==> config.mk <==
export PLATFORM = sky130hd
export DESIGN_NAME = cpu_bus_bridge
export DESIGN_NICKNAME = d
export VERILOG_FILES = /design/src/rtl/cpu_bus_bridge_pkg.sv /design/src/rtl/cpu_bus_nibble_ram.sv /design/src/rtl/cpu_bus_bridge.sv
export SDC_FILE = /design/constraint.sdc
export NUM_CORES = 2
export LEC_CHECK = 0
export BUFFER_PORTS_ARGS = -buffer_cell sky130_fd_sc_hd__buf_4
export CORE_ASPECT_RATIO = 2
export CORE_MARGIN = 2
export CORE_UTILIZATION = 40
export DETAILED_ROUTE_END_ITERATION = 6
export GPL_TIMING_DRIVEN = 0
export PLACE_DENSITY = 0.51
export SLEW_MARGIN = 25
export SYNTH_ARGS = -nofsm -noshare
export SYNTH_HDL_FRONTEND = slang
export SYNTH_SLANG_ARGS = --single-unit
export TNS_END_PERCENT = 5
==> constraint.sdc <==
create_clock -name CLK -period 3.4 [get_ports CLK]
set_input_delay 0.34 -clock CLK [delete_from_list [all_inputs] [get_ports CLK]]
set_output_delay 0.34 -clock CLK [all_outputs]
set_load 0.005 [all_outputs]
==> src/rtl/cpu_bus_bridge_pkg.sv <==
// ---------------------------------------------------------------------------
// cpu_bus_bridge_pkg
// Shared definitions for the memory-side bridge of the 4-bit CPU core:
//   - ADDR_W_DEFAULT : default address / program-counter width
//   - nibble_t       : 4-bit data type carried on the CPU bus
//   - JMP_OVER_INC   : a jump beats the fetch increment when both strobe
//   - MAR_OVER_AUTOINC : an address-nibble shift beats the write
//                        auto-increment when both strobe
//   - PC_RST_VAL / ADDR_RST_VAL : reset values (sliced to ADDR_W by users)
// ---------------------------------------------------------------------------
package cpu_bus_bridge_pkg;

    localparam int ADDR_W_DEFAULT = 8;
    localparam int NIBBLE_W       = 4;

    typedef logic [NIBBLE_W-1:0] nibble_t;

    // Strobe priority
    localparam bit JMP_OVER_INC     = 1'b1;
    localparam bit MAR_OVER_AUTOINC = 1'b1;

    // Reset values, wide enough for the largest supported ADDR_W (12)
    localparam logic [11:0] PC_RST_VAL   = 12'h000;
    localparam logic [11:0] ADDR_RST_VAL = 12'h000;

endpackage

==> src/rtl/cpu_bus_nibble_ram.sv <==
// ---------------------------------------------------------------------------
// cpu_bus_nibble_ram
// Nibble-wide memory with one synchronous write port and one asynchronous
// read port. The read sees the contents before any write on the same edge,
// which gives read-before-write behaviour when the caller registers rdata_o.
// Contents are not reset.
// Ports:
//   clk_i    : clock, rising edge
//   we_i     : write enable
//   waddr_i  : write address
//   wdata_i  : write nibble
//   raddr_i  : read address
//   rdata_o  : read nibble (combinational)
// ---------------------------------------------------------------------------
module cpu_bus_nibble_ram
    import cpu_bus_bridge_pkg::*;
#(
    parameter int ADDR_W = ADDR_W_DEFAULT,
    parameter int DEPTH  = 2**ADDR_W
) (
    input  logic              clk_i,
    input  logic              we_i,
    input  logic [ADDR_W-1:0] waddr_i,
    input  nibble_t           wdata_i,
    input  logic [ADDR_W-1:0] raddr_i,
    output nibble_t           rdata_o
);

    nibble_t mem_q [DEPTH];

    always_ff @(posedge clk_i) begin
        if (we_i) begin
            mem_q[waddr_i] <= wdata_i;
        end
    end

    assign rdata_o = mem_q[raddr_i];

endmodule

==> src/rtl/cpu_bus_bridge.sv <==
// ---------------------------------------------------------------------------
// cpu_bus_bridge
// Memory-side stage downstream of the 4-bit CPU nibble bus. Owns the program
// counter, the address register, program memory and data memory, and
// returns one registered nibble per cycle on the CPU data inputs.
// Ports:
//   CLK, RST   : clock (rising edge), asynchronous active-high reset
//   cpu_d      : CPU output nibble (data / address nibble)
//   cpu_mar    : shift cpu_d into the address register (MS nibble first)
//   cpu_write  : write cpu_d to dmem[addr]
//   cpu_jmp    : load pc from addr
//   cpu_i      : fetch pmem[pc] and advance pc
//   cpu_din    : registered nibble back to the CPU
//   prog_we/prog_addr/prog_data : host program-memory write port
//   pc, addr   : observe current program counter / address register
// Optional feature macro: CPU_BUS_BRIDGE_AUTOINC_EN
//   When defined, each write also increments addr unless MAR shifts it.
// ---------------------------------------------------------------------------
module cpu_bus_bridge
    import cpu_bus_bridge_pkg::*;
#(
    parameter int ADDR_W = ADDR_W_DEFAULT,
    parameter int PDEPTH = 2**ADDR_W,
    parameter int DDEPTH = 2**ADDR_W
) (
    input  logic              CLK,
    input  logic              RST,
    input  logic [3:0]        cpu_d,
    input  logic              cpu_mar,
    input  logic              cpu_write,
    input  logic              cpu_jmp,
    input  logic              cpu_i,
    output logic [3:0]        cpu_din,
    input  logic              prog_we,
    input  logic [ADDR_W-1:0] prog_addr,
    input  logic [3:0]        prog_data,
    output logic [ADDR_W-1:0] pc,
    output logic [ADDR_W-1:0] addr
);

    localparam logic [ADDR_W-1:0] ONE = ADDR_W'(1);

    logic [ADDR_W-1:0] pc_q, pc_d;
    logic [ADDR_W-1:0] addr_q, addr_d;
    nibble_t           din_q, din_d;
    logic [ADDR_W-1:0] mar_shift;
    nibble_t           pmem_rdata;
    nibble_t           dmem_rdata;
    logic              dmem_we;

    // Address shift-in; a 4-bit address is simply replaced by each nibble.
    if (ADDR_W == 4) begin : g_mar_narrow
        assign mar_shift = cpu_d;
    end else begin : g_mar_wide
        assign mar_shift = {addr_q[ADDR_W-5:0], cpu_d};
    end

    // A write strobe caught by reset must not land in data memory.
    assign dmem_we = cpu_write & ~RST;

    cpu_bus_nibble_ram #(
        .ADDR_W (ADDR_W),
        .DEPTH  (PDEPTH)
    ) u_pmem (
        .clk_i   (CLK),
        .we_i    (prog_we),
        .waddr_i (prog_addr),
        .wdata_i (prog_data),
        .raddr_i (pc_q),
        .rdata_o (pmem_rdata)
    );

    cpu_bus_nibble_ram #(
        .ADDR_W (ADDR_W),
        .DEPTH  (DDEPTH)
    ) u_dmem (
        .clk_i   (CLK),
        .we_i    (dmem_we),
        .waddr_i (addr_q),
        .wdata_i (cpu_d),
        .raddr_i (addr_q),
        .rdata_o (dmem_rdata)
    );

    // All reads and the jump target use the pre-update pc/addr values.
    always_comb begin
        pc_d   = pc_q;
        addr_d = addr_q;
        din_d  = cpu_i ? pmem_rdata : dmem_rdata;

        if (cpu_jmp && (JMP_OVER_INC || !cpu_i)) begin
            pc_d = addr_q;
        end else if (cpu_i) begin
            pc_d = pc_q + ONE;
        end

`ifdef CPU_BUS_BRIDGE_AUTOINC_EN
        if (cpu_mar && (MAR_OVER_AUTOINC || !cpu_write)) begin
            addr_d = mar_shift;
        end else if (cpu_write) begin
            addr_d = addr_q + ONE;
        end
`else
        if (cpu_mar) begin
            addr_d = mar_shift;
        end
`endif
    end

    always_ff @(posedge CLK or posedge RST) begin
        if (RST) begin
            pc_q   <= PC_RST_VAL[ADDR_W-1:0];
            addr_q <= ADDR_RST_VAL[ADDR_W-1:0];
            din_q  <= '0;
        end else begin
            pc_q   <= pc_d;
            addr_q <= addr_d;
            din_q  <= din_d;
        end
    end

    assign cpu_din = din_q;
    assign pc      = pc_q;
    assign addr    = addr_q;

endmodule

# After elaboration in Yosys (flattened, before gate mapping)
# Memories as Yosys holds them, arrays and structs flattened.
# Index checks and enable logic that the tools add are counted.
word_totals:
  n_memories: 2
  output_inout_bits: 20
  reg_bits: 20
  ramBits: 2048
memory_table:
  columns: ["name", "depth", "width", "read_ports", "rd_clocked_by_memory_dff", "wr", "line_no", "source"]
  rows:
  - ["u_dmem.mem_q", 256, 4, 1, 0, 1, "cpu_bus_nibble_ram.sv:29", "nibble_t mem_q [DEPTH];"]
  - ["u_pmem.mem_q", 256, 4, 1, 0, 1, "cpu_bus_nibble_ram.sv:29", null]
op_classes:
  n_mux: 7
  n_addsub: 1
  reduce_logical: 1
  bitwise_logic: 2
op_table:
  columns: ["op", "count"]
  rows:
  - ["two-way mux 8 bit", 2]
  - ["adder 8 x 1 -> 8 bit, second input constant", 1]
  - ["two-way mux 1 bit", 4]
  - ["two-way mux 4 bit", 1]
  - ["nonzero test 2 bit", 1]
  - ["AND 1 bit", 1]
  - ["inverter 1 bit", 1]

# Longest topological paths before layout
logic_depth:
  depth_word: 4
  mapped_depth: 12
  depth_no_buf: 7

# Cells and area by module
# A second synthesis with hierarchy kept.
unflattened:
  hier_cells: 4170
  hier_area_um2: 82093.7
by_module_without_submodules:
  columns: ["mod", "cells_each", "n_inst", "area_per_inst_um2", "seq_area_each_um2"]
  rows:
  - ["cpu_bus_nibble_ram", 2047, 2, 40595.2, 30749.5]
  - ["cpu_bus_bridge", 76, 1, 903.4, 500.5]

# Least setup slack after synthesis
# Ideal clock, no wire load.
synth_timing:
  kind: "register -> register"
  startpoint: "register addr_q[0], in the netlist addr[0]"
  endpoint: "memory u_dmem.mem_q[192][0] (netlist bit) (enable)"
  t_arrival_ns: 2.417
  path_slack_ns: 0.653
  path_buffers: 7
  required_ns: 3.070
  path_stages_with_launch: 11
  path_cell_list: "dfrtp_1 -> buf_2 -> buf_4 -> buf_4 -> buf_4 -> buf_4 -> buf_2 -> nor3b_1 -> nand2_1 -> clkbuf_1 -> nor2_1"
synth_rtl:
  columns: ["element", "line_no", "source"]
  rows:
  - ["from (decl)", "cpu_bus_bridge.sv:44", "logic [ADDR_W-1:0] addr_q, addr_d;"]
  - ["from (signal assigned)", "cpu_bus_bridge.sv:113", "addr_q <= ADDR_RST_VAL[ADDR_W-1:0];"]
  - ["from (signal assigned)", "cpu_bus_bridge.sv:117", "addr_q <= addr_d;"]
  - ["to (decl)", "cpu_bus_nibble_ram.sv:29", null]
# No word-level cell before the write port.

# Worst setup path in the final report
layout_timing:
  startpoint: "register pc_q[0], in the netlist pc[0]"
  endpoint: "register din_q[2], in the netlist cpu_din[2]"
layout_between:
  elab_chain_len: 2
layout_rtl:
  columns: ["element", "line_no", "source"]
  rows:
  - ["from (decl)", "cpu_bus_bridge.sv:43", "logic [ADDR_W-1:0] pc_q, pc_d;"]
  - ["from (signal assigned)", "cpu_bus_bridge.sv:112", "pc_q <= PC_RST_VAL[ADDR_W-1:0];"]
  - ["from (signal assigned)", "cpu_bus_bridge.sv:116", "pc_q <= pc_d;"]
  - ["memory read (256 x 4 bit)", null, null]
  - ["two-way mux 4 bit", "cpu_bus_bridge.sv:89", "din_d = cpu_i ? pmem_rdata : dmem_rdata;"]
  - ["named net din_d[2]", "cpu_bus_bridge.sv:45", "nibble_t din_q, din_d;"]
  - ["to (signal assigned)", "cpu_bus_bridge.sv:118", "din_q <= din_d;"]
  - ["to (decl)", "cpu_bus_bridge.sv:45", null]
# The timed path passes the listed nets, and every way through them passes these cells.
# A chain may end at the register's enable or synchronous reset.

==> metrics.csv <==
metric;value;unit
synth_cells;4109;
finalClockSkew;0.03350;ns
start_util;0.4022;
synthArstFlopShare;0.009671;
start_kind;flip-flop;
setup_slack;-0.3328;ns
p_int;43.86;mW
die_y;642.8;um
path_clk_slew;0.07;ns
worstHoldPathType;in -> async;
final_cells;7320;
synth_top_area_share;0.7536;
p_leak;29.78;nW
synthFlopType;edfxtp_1;
numCtsBuffers;190;
grt_pass1_wl;413700;um
critPathKind;reg -> reg;
rrSetupSlack;-0.33;ns
synth_area_per_cell;19.86;um^2
ir_worst_vdd;0.3946;mV
totalWireLength;313300;um
ys_top_cells_by_area;edfxtp_1 (75%), mux4_2 (14%), nor2_1 (2.5%);
synth_enable_flop_cells;2048;
antenna_found_initial;6;
worstPathMaxFanout;8;
cts_sinks;2068;
vias;44050;
synthesis.nets;4133;
core-area;0.2029;mm^2
violations;setup timing;
hold_viol_final;0;
cts_tree;done;
tightest_slew;1.113;ns
die_w;323.4;um
status;finished with violations;
io_pins;43;
gr-usage-all-layers;0.3036;
cp-end-kind;flip-flop;
drt_iter0_drc;4986;
synthTopCellsByCount;edfxtp_1 (2048), nor2_1 (549), mux4_2 (514), nand2_1 (152), clkbuf_1 (135);
portBuffers;40;
final_util;0.4758;
setup_tns;-3.545;ns
seq_area;0.06201;mm^2
p_seq_frac;0.472;
grt_overflow_total;0;
max_freq;267.9;MHz
rsz0062_at_grt;yes;
dpl.hpwl;225400;um
cts_htree_levels;4;
wire_per_inst;42.80;um
layout-drive-gt1-share;0.3167;
ant_nets;0;
clkPwrFrac;0.374;
setup_viol;94;
nFillCells;16950;
swShare;0.2654;
yosys_warnings;0;
num-nets-final;4485;
multi_input_comb_area;0.01993;mm^2
placedCellCount;6920;
combPwrFrac;0.154;
via_per_inst;6.018;
dr.pass1.iters;6;
timing.rr.end;cpu_din[2]$_DFF_PP0_;
synth_area;0.08160;mm^2
ys_ff_latch;2068;
clk_latency;0.84;ns
rows;234;
worst_r2r_path_depth;10;
area_delta_synth_final;18.30;%
r2r-start;pc[0]$_DFFE_PP0P_;
yosys.cell_count.top_type;edfxtp_1;
grt_pass1_vias;46290;
max_cap_viol_count;0;
die_area;0.2079;mm^2
yosysTopAreaCell;edfxtp_1;
ys_seq_area_frac;0.7598;
gp_congestion;1.011;
powerDensity;618.5;mW/mm^2
fin_hold_ws;0.1069;ns
fin_crit_sh;1.098;
slew_viol_final;0;
p_sw;15.85;mW
cts_root_buf;clkbuf_16;
slew_headroom;0.2554;
ys_types;66;
clockBufferDepth;4;
worstPathArrival;4.48;ns
grt_max_degree;121;
route.detailed.drc;0;
required;4.15;ns
fin_crit;3.733;ns
==> flip-flops by register name, indices dropped and copies added (netlist names) <==
name and flops:
pc 8, u_pmem.mem_q 1024, u_dmem.mem_q 1024, cpu_din 4
addr 8
==> through the flow <==
step	cell area (um^2)	setup slack (ns)	power, mW
2_1_floorplan	81600	0.6534	32.11
4_1_cts	95690	-0.2601	59.45
3_3_place_gp	85300	-3.705	36.41
5_1_grt	96530	-0.1462	60.68
3_5_place_dp	86900	-2.474	36.66
6_report	96530	-0.3328	59.71
==> final cells by class <==
class                           count  area share
Timing Repair Buffer              160     0.02438
Inverter                           11   0.0004537
Antenna cell                        3  0.00007777
Multi-Input combinational cell   1769      0.2065
Clock inverter                    104     0.01283
Tap cell                         2714     0.03518
Sequential cell                  2068      0.6424
Clock buffer                      230     0.05201
Buffer                            261     0.02621
==> power groups by stage <==
stage | registers (mW) | clock network [mW] | logic [mW]
6_report | 28.2 | 22.4 | 9.19
5_1_grt | 28.2 | 23.4 | 9.15
4_1_cts | 28.2 | 22.5 | 8.74
3_5_place_dp | 28.7 | 0 | 7.94
3_3_place_gp | 28.8 | 0 | 7.64
2_1_floorplan | 28.7 | 0 | 3.43
==> logic make-up (layout without fill, tap and decap cells) <==
logic type,Yosys count,after routing,share of synthesized area
AOI/OAI and AO/OA,279,279,0.02423
adders and majority gates,1,1,0.0001533
and+or+nand+nor,860,860,0.04408
xor gates and xnor gates,7,7,0.0007513
buffers and inverters,272,766,0.01567
other,0,3,0
muxes,622,622,0.1553
DFF,2068,2068,0.7598
==> how the worst max path moves through the flow <==
stage	from	end	cells after the start
floorplan	addr[0]$_DFFE_PP0P_	u_dmem.mem_q[192][0]$_DFFE_PP_	10
global placement	pc[1]$_DFFE_PP0P_	cpu_din[2]$_DFF_PP0_	9
detailed placement	pc[1]$_DFFE_PP0P_	cpu_din[0]$_DFF_PP0_	10
CTS	pc[0]$_DFFE_PP0P_	cpu_din[2]$_DFF_PP0_	10
global route	pc[0]$_DFFE_PP0P_	cpu_din[0]$_DFF_PP0_	11
finish	pc[0]$_DFFE_PP0P_	cpu_din[2]$_DFF_PP0_	10
==> layer usage <==
layer	track usage	up-vias	wire length, um
met2	0.5420	2245	164500
met3	0.04593	1044	17910
met5	0	-	11
li1	-	17490	-
met4	0.3195	2	42140
met1	0.2800	23280	88740
==> cells in the final DEF (no fill, tap or decap), types with 36 or more instances in the layout <==
cell type / n
a21oi_1: 41
a22oi_1: 49
buf_12: 47
buf_16: 52
buf_4: 94
buf_6: 37
clkbuf_1: 93
clkbuf_16: 200
clkbuf_2: 41
clkinv_2: 36
edfxtp_1: 2048
mux2i_1: 74
mux4_2: 514
nand2_1: 135
nand3_1: 37
nor2_1: 377
nor2_2: 122
nor2_4: 50
==> critical path: stages, from the launching register on <==
cell and delay (ns):
dfrtp_2 0.49, buf_12 0.18, buf_16 0.16, buf_16 0.18, buf_16 0.18, mux4_2 0.38, mux2i_4 0.09, o211ai_1 0.89
a211oi_2 0.27, a211oi_4 0.43, o32a_1 0.31
==> repair_timing <==
item	in CTS	in global routing
pin swaps	9	18
hold buffers	12	0
setup buffers	36	16
resized for setup	561	165
setup endpoints to repair	1035	403
gates cloned	0	0
hold endpoints to repair	386	0
No activity file was read; power rests on OpenSTA's default activity.
